$ cat config.mk
export PLATFORM = sky130hd
export DESIGN_NAME = wb_write_arbiter
export DESIGN_NICKNAME = d
export VERILOG_FILES = /design/src/rtl/wb_write_arbiter.sv
export SDC_FILE = /design/constraint.sdc
export NUM_CORES = 1
export LEC_CHECK = 0
export ABC_AREA = 1
export CORE_AREA = 2 2 183 185
export DETAILED_ROUTE_END_ITERATION = 7
export DIE_AREA = 0 0 185 187
export PLACE_DENSITY = 0.79
export SYNTH_ARGS = -nofsm -noshare
export SYNTH_HDL_FRONTEND = slang
export SYNTH_SLANG_ARGS = --single-unit
export TNS_END_PERCENT = 20
$ cat constraint.sdc
create_clock -name clk -period 9.1 [get_ports clk]
set_input_delay 0.91 -clock clk [delete_from_list [all_inputs] [get_ports clk]]
set_output_delay 0.91 -clock clk [all_outputs]
set_load 0.02 [all_outputs]
$ cat src/rtl/wb_write_arbiter.sv
// Register-file writer: merges ALU results and FIFO-buffered LSU loads into a
// single registered write port, with a starvation guard that lets the ALU win.
module wb_write_arbiter #(
  parameter int unsigned XLEN         = 64,
  parameter int unsigned DEPTH        = 4,
  parameter int unsigned STARVE_LIMIT = 3
) (
  input  logic                    clk,
  input  logic                    rst,
  input  logic                    alu_valid,
  input  logic [4:0]              alu_rd,
  input  logic [XLEN-1:0]         alu_data,
  output logic                    alu_ready,
  input  logic                    lsu_valid,
  input  logic [4:0]              lsu_rd,
  input  logic [XLEN-1:0]         lsu_data,
  output logic                    lsu_ready,
  output logic                    rf_we,
  output logic [4:0]              rf_waddr,
  output logic [XLEN-1:0]         rf_wdata,
  output logic [31:0]             busy_mask,
  output logic [$clog2(DEPTH):0]  fifo_count
);
  localparam int unsigned AW = $clog2(DEPTH);
  localparam int unsigned CW = AW + 1;
  localparam int unsigned WW = $clog2(STARVE_LIMIT + 2);

  logic [4:0]      r_rd_mem   [DEPTH];
  logic [XLEN-1:0] r_data_mem [DEPTH];
  logic [DEPTH-1:0] r_vld;
  logic [AW-1:0]   r_wptr;
  logic [AW-1:0]   r_rptr;
  logic [CW-1:0]   r_count;
  logic [WW-1:0]   r_wait;

  logic            w_nonempty;
  logic            w_forced;
  logic            w_pop;
  logic            w_push;
  logic            w_alu_xfer;
  logic [4:0]      w_head_rd;
  logic [XLEN-1:0] w_head_data;
  logic [31:0]     w_busy;

  always_comb begin
    w_nonempty  = (r_count != '0);
    w_forced    = (r_wait == WW'(STARVE_LIMIT));
    alu_ready   = !w_nonempty || w_forced;
    // A forced ALU win blocks the pop only when the ALU actually has a result.
    w_pop       = w_nonempty && !(w_forced && alu_valid);
    w_alu_xfer  = alu_valid && alu_ready;
    lsu_ready   = (r_count != CW'(DEPTH));
    w_push      = lsu_valid && lsu_ready;
    w_head_rd   = r_rd_mem[r_rptr];
    w_head_data = r_data_mem[r_rptr];
  end

  always_ff @(posedge clk) begin
    if (w_push) begin
      r_rd_mem[r_wptr]   <= lsu_rd;
      r_data_mem[r_wptr] <= lsu_data;
    end
  end

  always_ff @(posedge clk) begin
    if (rst) begin
      r_wptr  <= '0;
      r_rptr  <= '0;
      r_count <= '0;
      r_vld   <= '0;
    end else begin
      if (w_push) begin
        r_vld[r_wptr] <= 1'b1;
        r_wptr        <= r_wptr + AW'(1);
      end
      if (w_pop) begin
        r_vld[r_rptr] <= 1'b0;
        r_rptr        <= r_rptr + AW'(1);
      end
      unique case ({w_push, w_pop})
        2'b10:   r_count <= r_count + CW'(1);
        2'b01:   r_count <= r_count - CW'(1);
        default: ;
      endcase
    end
  end

  always_ff @(posedge clk) begin
    if (rst) begin
      r_wait <= '0;
    end else if (alu_valid && !alu_ready) begin
      if (r_wait != WW'(STARVE_LIMIT)) r_wait <= r_wait + WW'(1);
    end else begin
      r_wait <= '0;
    end
  end

  // ALU transfer and FIFO pop are mutually exclusive; x0 items retire silently.
  always_ff @(posedge clk) begin
    if (rst) begin
      rf_we    <= 1'b0;
      rf_waddr <= '0;
      rf_wdata <= '0;
    end else begin
      rf_we <= 1'b0;
      if (w_alu_xfer) begin
        if (alu_rd != '0) begin
          rf_we    <= 1'b1;
          rf_waddr <= alu_rd;
          rf_wdata <= alu_data;
        end
      end else if (w_pop) begin
        if (w_head_rd != '0) begin
          rf_we    <= 1'b1;
          rf_waddr <= w_head_rd;
          rf_wdata <= w_head_data;
        end
      end
    end
  end

  always_comb begin
    w_busy = '0;
    for (int unsigned i = 0; i < DEPTH; i++) begin
      if (r_vld[i]) w_busy[r_rd_mem[i]] = 1'b1;
    end
    if (rf_we) w_busy[rf_waddr] = 1'b1;
    w_busy[0] = 1'b0;
  end

  assign busy_mask  = w_busy;
  assign fifo_count = r_count;

endmodule

=== Word-level counts from Yosys, hierarchy flattened ===
Memories as Yosys holds them, arrays and structs flattened. A register that Yosys moved wholly into a read port is not among the register bits.
Index checks and enable logic that the tools add are counted.

* ROM bits: 0
* Bits in latches: 0
* Memory bits (writable): 276
* Bits of input ports: 142
* Register bits: 84
* Memories kept: 2
* Logic and storage cells: 108
* Output and inout port bits: 107

{| class="wikitable"
|+ Memory list
! name !! depth !! width !! read ports !! clocked after memory_dff !! wr ports !! line !! RTL
|-
| r_data_mem || 4 || 64 || 1 || 1 || 1 || 29 || <nowiki>logic [XLEN-1:0] r_data_mem [DEPTH];</nowiki>
|-
| r_rd_mem || 4 || 5 || 5 || 1 || 1 || 28 || <nowiki>logic [4:0] r_rd_mem [DEPTH];</nowiki>
|}

* Divide/modulo/power cells: 0
* Reductions and logical operators: 24
* Multipliers: 0
* Bitwise logic cells: 8
* Shifts and indexed selects: 0
* Mux-type cells: 41
* Equal/unequal tests: 6
* Order comparisons: 14
* Add/subtract/negate cells: 5

{| class="wikitable"
|+ Operators by type and width
! kind !! count
|-
| $mux W64 || 4
|-
| $mux W32 || 5
|-
| $or A32 B32 Y32 || 4
|-
| $lt A5 B6 Y1 const B || 5
|-
| $demux W1 S5 || 5
|-
| $ge A5 B1 Y1 const B || 5
|-
| $mux W5 || 4
|-
| $mux W1 || 13
|-
| $logic_and A1 B1 Y1 || 12
|-
| $mux W4 || 3
|-
| $reduce_bool A5 Y1 || 2
|-
| $mux W2 || 4
|-
| $add A3 B1 Y3 const B || 2
|-
| $lt A2 B3 Y1 const B || 2
|-
| $pmux W3 S2 || 1
|-
| $reduce_bool A2 Y1 || 3
|-
| $add A2 B1 Y2 const B || 2
|-
| $and A4 B4 Y4 || 1
|-
| $demux W1 S2 || 2
|-
| $ge A2 B1 Y1 const B || 2
|-
| $not A4 Y4 || 1
|-
| $or A4 B4 Y4 || 1
|-
| $eq A3 B2 Y1 const B || 1
|-
| $logic_not A1 Y1 || 3
|-
| other kinds (11) || 11
|}

=== Depth between registers and ports, before layout ===
Gate-level depths: netlist of the first run.
An unclocked memory read counts as a cell.

* Depth in word-level cells: 14
* Gate-level depth with buffers: 12
* Depth with buffers taken out: 12

=== Least setup slack after synthesis of the first run ===
Ideal clock, no wire load.

* Path kind: input to register
* Start point: input port lsu_valid
* End point: register r_vld[1]
* Setup slack: 4.624 ns
* Library setup time: 0.082 ns
* Data required time: 9.018 ns
* Arrival: 4.394 ns
* Stages on the path: 4
* Path buffers: 0
* Cells stage by stage: nand2_1 nor2_1 o21ai_0 a21oi_1

* Cells in the longest elaborated chain, start to end: 5

{| class="wikitable"
|+ RTL lines
! element !! line !! RTL
|-
| start, declared || 14 || <nowiki>input logic lsu_valid,</nowiki>
|-
| $logic_and A1 B1 Y1 * || 53 || <nowiki>w_push = lsu_valid && lsu_ready;</nowiki>
|-
| $mux W4 * || 72 || <nowiki>if (w_push) begin</nowiki>
|-
| $mux W4 * || 66 || <nowiki>if (rst) begin</nowiki>
|-
| $and A4 B4 Y4 (no line) || - ||
|-
| $mux W4 * || 76 || <nowiki>if (w_pop) begin</nowiki>
|-
| end signal, assigned || 70 || <nowiki>r_vld <= '0;</nowiki>
|-
| end signal, assigned by index || 73 || <nowiki>r_vld[r_wptr] <= 1'b1;</nowiki>
|-
| end signal, assigned by index || 77 || <nowiki>r_vld[r_rptr] <= 1'b0;</nowiki>
|-
| end, declared || 30 || <nowiki>logic [DEPTH-1:0] r_vld;</nowiki>
|}

Every way passes the cells marked *; elsewhere a longest branch is shown, timed or not. The select of a mux whose other input is x is not followed.
A chain may end at the register's enable or synchronous reset.

=== Final worst setup path of the first run ===
* Start point: register rf_we
* End point: output port busy_mask[3]

* Cells in the longest elaborated chain, start to end: 1

{| class="wikitable"
|+ RTL lines
! element !! line !! RTL
|-
| start, declared || 18 || <nowiki>output logic rf_we,</nowiki>
|-
| start signal, assigned || 101 || <nowiki>rf_we <= 1'b0;</nowiki>
|-
| start signal, assigned || 105 || <nowiki>rf_we <= 1'b0;</nowiki>
|-
| start signal, assigned || 108 || <nowiki>rf_we <= 1'b1;</nowiki>
|-
| $mux W32 || 127 || <nowiki>if (rf_we) w_busy[rf_waddr] = 1'b1;</nowiki>
|-
| end, declared || 21 || <nowiki>output logic [31:0] busy_mask,</nowiki>
|}

Every way passes these cells.

==> impl_metrics.toml, run 1 <==
[worst_setup_path]
start_kind = "flop"
cp_data_required_time_ps = 8190
arrival_ps = 3300
critPathTopFamily = "buffers and inverters"
rrSetupSlack_ps = 5290
critical-path-slowest-cell = "nor3_1"
path_buf_inv = 3
worst-setup-path-type = "reg -> out"
worstPathMaxFanout = 7
cpPeakStageDelay_ps = 790
cp-end-kind = "output port"
crit_top_cell = "inv_1"
worstPathCellList = "inv_1, nor3_1, inv_1, o221ai_1, clkdlybuf4s50_1"

[run_status]
outcome = "finished, final reports clean"

[grt]
grtUsageTotal = 0.253
top_usage_layer = "met2"
grt_pass1_wl_mm = 68.5
grtUsageMet3 = 0.0500
antenna_found_initial = 4
met1_usage = 0.351
use_met2 = 0.404
grt_pass1_vias = 12500
grt-ovfl-total = 0
grt_max_degree = 112

[detailed_routing]
vias = 13100
drtIter0Drc = 1508
wirelength_mm = 44.7
drc = 0
vias_per_cell = 5.55
drt-pass1-iter-count = 5
wl_per_cell_um = 18.9
antenna_left = 0

[timing]
hold_viol_final = 0
max_freq_ghz = 0.238
timing.hold.ws_ps = 431
skew_ps = 27.3
fin_tns_setup_ps = 0
period_needed_ps = 4210
rsz0062_at_grt = "no"
worst_slew_pin_slew_ps = 1260
max-slew-margin-rel = 0.155
timing.final.crit_share = 0.462
setup_viol = 0
drv_slew = 0

[floorplan]
num_rows = 67
die_h_um = 187
die_area_mm2 = 0.0346
core_mm2 = 0.0329
die_w_um = 185
initial_core_util = 0.488
io_pins = 249

[yosys]
ys_ff_latch = 362
synthTopCellsByArea = "edfxtp_1, dfxtp_1, nand2_1, nor2_1, o21ai_0"
synth_edf_count = 276
synth_top_flop_cell = "edfxtp_1"
syn-num-nets = 1842
netlist_area_mm2 = 0.0160
synthArstFlopShare = 0
synth.distinct_cells = 30
synth_top_area_frac = 0.517
syn_inst = 1688
seq_area_frac_synth = 0.624
yosys_warnings = 0
postSynthAreaPerCell_um2 = 9.50
yosysTopAreaCell = "edfxtp_1"

[clock_network]
clock_latency_ps = 520
cts_num_sinks = 362
postCtsSetupBuffers = 0
cts_tree = "built"
cts_buffers = 37
clk_pin_slew_ps = 60
cts.path.max_buffers = 3
htreeDepth = 2
ctsHoldBuffers = 0
cts_resized = 0
root_buffer = "clkbuf_16"

[cells_and_area]
fin_util = 0.611
instances_no_fill = 2369
final_nets = 2044
area_growth_pct = 25.1
drive_above_1_share = 0.0428

[placement]
portBuffers = 247
dp_hpwl_mm = 27.9
place_inst = 2299
gp_congestion = 0.947

[power]
p_leak_nw = 7.50
vdd_drop_max_uv = 154
p_per_area_mw_per_mm2 = 317

[flow_run]
cap_violations = 0

[min_path]
worstHoldPathType = "reg -> reg"
[sequential cells by signal (all words and copies together) (netlist names), named ones only]
| register | count |
|---|---|
| r_data_mem | 256 |
| rf_wdata | 64 |
| r_rd_mem | 20 |
| rf_waddr | 5 |
| r_vld | 4 |
| fifo_count | 3 |
| r_wait | 3 |
| r_rptr | 2 |
| r_wptr | 2 |
| rf_we | 1 |
[placed cells by master, fill, tap and decap left out, drive strengths merged, types with 3 or more instances in the layout]
| cell | count |
|---|---|
| a21oi | 105 |
| a221oi | 3 |
| a22oi | 9 |
| a31oi | 4 |
| a32oi | 3 |
| buf | 13 |
| bufinv | 6 |
| clkbuf | 48 |
| clkdlybuf4s50 | 247 |
| clkinv | 13 |
| dfxtp | 86 |
| diode | 3 |
| edfxtp | 276 |
| ha | 11 |
| inv | 143 |
| nand2 | 345 |
| nand3 | 99 |
| nor2 | 210 |
| nor3 | 48 |
| o2111ai | 6 |
| o21ai | 143 |
| o221ai | 12 |
| o22ai | 83 |
[Yosys cell counts, drive strengths merged, types with 48 or more instances]
master,count
nor3,48
clkbuf,48
buf,49
inv,142
dfxtp,86
edfxtp,276
o21ai,143
a21oi,105
nand3,99
nand2,345
nor2,210
o22ai,83
[layout make-up]
type / instances / area, um2
fill: 2666 / 12800
sequential: 362 / 10000
multi-input combinational: 1086 / 5100
timing repair buffer: 260 / 2570
clock buffer: 48 / 1010
tap: 448 / 561
inverter: 143 / 543
clock inverter: 19 / 264
antenna: 3 / 7.51
[where the power goes]
group | total (W) | internal (W) | switching (W)
logic | 0.00256 | 0.000883 | 0.00168
clock network | 0.00157 | 0.000959 | 0.000616
registers | 0.00223 | 0.00206 | 0.000166
[kinds of logic (layout without fill, tap and decap cells)]
family	after synthesis	count (layout)	synth area share
other	1	4	0.000234
flip-flops	362	362	0.624
AO/OA/AOI/OAI	370	370	0.130
adder cells (fa/ha/maj)	12	12	0.00983
buffers and inverters	240	470	0.0598
AND/OR/NAND/NOR	703	703	0.176
[routing by layer]
metal / wire [um] / vias up
met2: 20700 / 568
met1: 19200 / 6259
li1: - / 6241
met4: 1130 / 2
met3: 3730 / 77
met5: 16 / -
[worst paths after layout]
| path | start | end | cells past startpoint |
|---|---|---|---|
| setup / recovery | rf_we | busy_mask[3] | 5 |
| hold / removal | r_wait[0] | r_wait[0] | 1 |
| setup reg to reg | flop | rf_wdata[22] | 10 |
| hold reg to reg | r_wait[0] | r_wait[0] | 1 |
[per-stage QoR]
| step | worst slack [ps] | area, um2 | total power (W) |
|---|---|---|---|
| finish | 4890 | 20100 | 0.00637 |
| detailed placement | 5210 | 18800 | 0.00480 |
| global placement | 5290 | 18800 | 0.00473 |
| CTS | 5060 | 20100 | 0.00639 |
| global route | 4880 | 20100 | 0.00678 |
| floorplan | 4620 | 16000 | 0.00396 |
[worst register-to-register path, cell delays in order, from the launching register on]
cell	delay (ps)
dfxtp_4	750
inv_4	330
nand2_1	150
nand3_1	80
nand2_1	220
nand2_1	130
o21bai_4	590
buf_4	980
nand3_1	300
nand2_1	150
nor2_1	60
No activity file was read; power rests on OpenSTA's default activity.
==> inputs of run 2 (changes only) <==
Settings changed: CORE_AREA 2 2 183 185 to 2 2 184 186, DIE_AREA 0 0 185 187 to 0 0 186 188, PLACE_DENSITY 0.79 to 0.81.
Clock period 9.1 ns to 3.8 ns, I/O delays scaled along.
==> impl_metrics.toml, run 2 (synthesized netlist as in run 1, its figures left out) <==
[worst_setup_path]
worst-setup-path-type = "reg -> out"
cp_data_required_time_ps = 3420
reg2reg_depth = 8
worstPathMaxFanout = 7
crit_end = "busy_mask[9]"
worstPathCellList = "inv_1, nor3_1, inv_1, o22ai_1, a21oi_1, o221ai_1, clkdlybuf4s50_1"
arrival_ps = 2910
startpoint = "r_vld[2]"
cp-end-kind = "output port"
critical-path-slowest-cell = "clkdlybuf4s50_1"
start_kind = "flop"
rrSetupSlack_ps = 980
cp.depth = 7
crit_top_cell = "inv_1"
path_buf_inv = 3
critPathTopFamily = "buffers and inverters"
cpPeakStageDelay_ps = 660
reg2reg_to = "rf_wdata[60]"

[detailed_routing]
drt-pass1-iter-count = 5
drtIter0Drc = 1382
wirelength_mm = 47.7
antenna_left = 0
drc = 0
wl_per_cell_um = 20.0
vias_per_cell = 5.64
vias = 13500

[cells_and_area]
area_growth_pct = 25.4
postLayoutCellArea_mm2 = 0.0201
ff_latch_area_mm2 = 0.0100
final_common_cell = "nand2_1"
reg_top3 = "r_data_mem: 256 flops, rf_wdata: 64 flops, r_rd_mem: 20 flops"
multi_input_area_mm2 = 0.00510
drive_above_1_share = 0.0527
nFillCells = 2622
mostFrequentLayoutCells = "nand2_1, edfxtp_1, clkdlybuf4s50_1, nor2_1, o21ai_0"
final_nets = 2062
instances_no_fill = 2386
largest_reg_flops = 256
top_register = "r_data_mem"

[grt]
grt_pass1_wl_mm = 71.4
grt-ovfl-total = 0
grt_max_degree = 105
antenna_found_initial = 5
grt_pass1_vias = 12800
grtUsageTotal = 0.266

[clock_network]
cts.path.max_buffers = 3
cts_tree = "built"
clk_pin_slew_ps = 60
cts_resized = 0
root_buffer = "clkbuf_16"
clock_latency_ps = 520
cts_num_sinks = 362
cts_buffers = 37
postCtsSetupBuffers = 0
ctsHoldBuffers = 0
htreeDepth = 2

[timing]
timing.hold.ws_ps = 434
skew_ps = 21.6
max_freq_ghz = 0.304
fin_tns_setup_ps = 0
max-slew-margin-rel = 0.308
rsz0062_at_grt = "no"
period_needed_ps = 3290
worst_slew_pin_slew_ps = 1040
hold_viol_final = 0
drv_slew = 0
setup_viol = 0
timing.final.crit_share = 0.865

[floorplan]
core_mm2 = 0.0331
die_area_mm2 = 0.0350
io_pins = 249
num_rows = 67
die_h_um = 188
initial_core_util = 0.484
die_w_um = 186

[power]
p_per_area_mw_per_mm2 = 752
p_leak_nw = 7.54
vdd_drop_max_uv = 421

[placement]
place_inst = 2317
portBuffers = 247
dp_hpwl_mm = 31.0
dpl_cell_area_mm2 = 0.0189
gp_congestion = 0.974

[run_status]
outcome = "finished, final reports clean"

[min_path]
worstHoldPathType = "reg -> reg"

[flow_run]
cap_violations = 0
## run 2: where the power goes
group	total, W	internal, W	switching (W)	leakage, nW
sequential	0.00531	0.00493	0.000380	3.25
combinational	0.00634	0.00217	0.00417	3.73
clock	0.00347	0.00198	0.00149	0.564
total	0.0151	0.00908	0.00604	7.54
## run 2: cell type report
class	instances	area share
sequential	362	0.498
multi-input combinational	1086	0.253
timing repair buffer	278	0.136
clock buffer	48	0.0506
tap	448	0.0279
inverter	143	0.0270
clock inverter	19	0.00734
antenna	2	0.000249
## run 2: metal layers
layer / GRT usage / part of all wire / vias to the layer above
li1: - / - / 6279
met1: 0.355 / 0.40 / 6376
met2: 0.434 / 0.48 / 704
met4: 0.0833 / 0.025 / 8
met3: 0.0565 / 0.095 / 95
met5: 0 / 0.0010 / -
## run 2: worst min-delay path by stage
stage               from        end  slack (ps)  cells after the start
6_report       r_wait[0]  r_wait[0]         430                      1
5_1_grt        r_wait[0]  r_wait[0]         440                      1
4_1_cts        r_wait[0]  r_wait[0]         430                      1
3_5_place_dp   r_wait[0]  r_wait[0]         420                      1
3_3_place_gp   r_wait[0]  r_wait[0]         410                      1
2_1_floorplan  r_wait[0]  r_wait[0]         400                      1
## run 2: stage by stage
step / utilization / setup WS, ps / total power [W]
finish: 0.608 / 512 / 0.0151
global route: 0.607 / 432 / 0.0160
CTS: 0.607 / 552 / 0.0151
detailed placement: 0.572 / 1070 / 0.0116
global placement: 0.572 / 1100 / 0.0114
floorplan: - / 551 / 0.00948
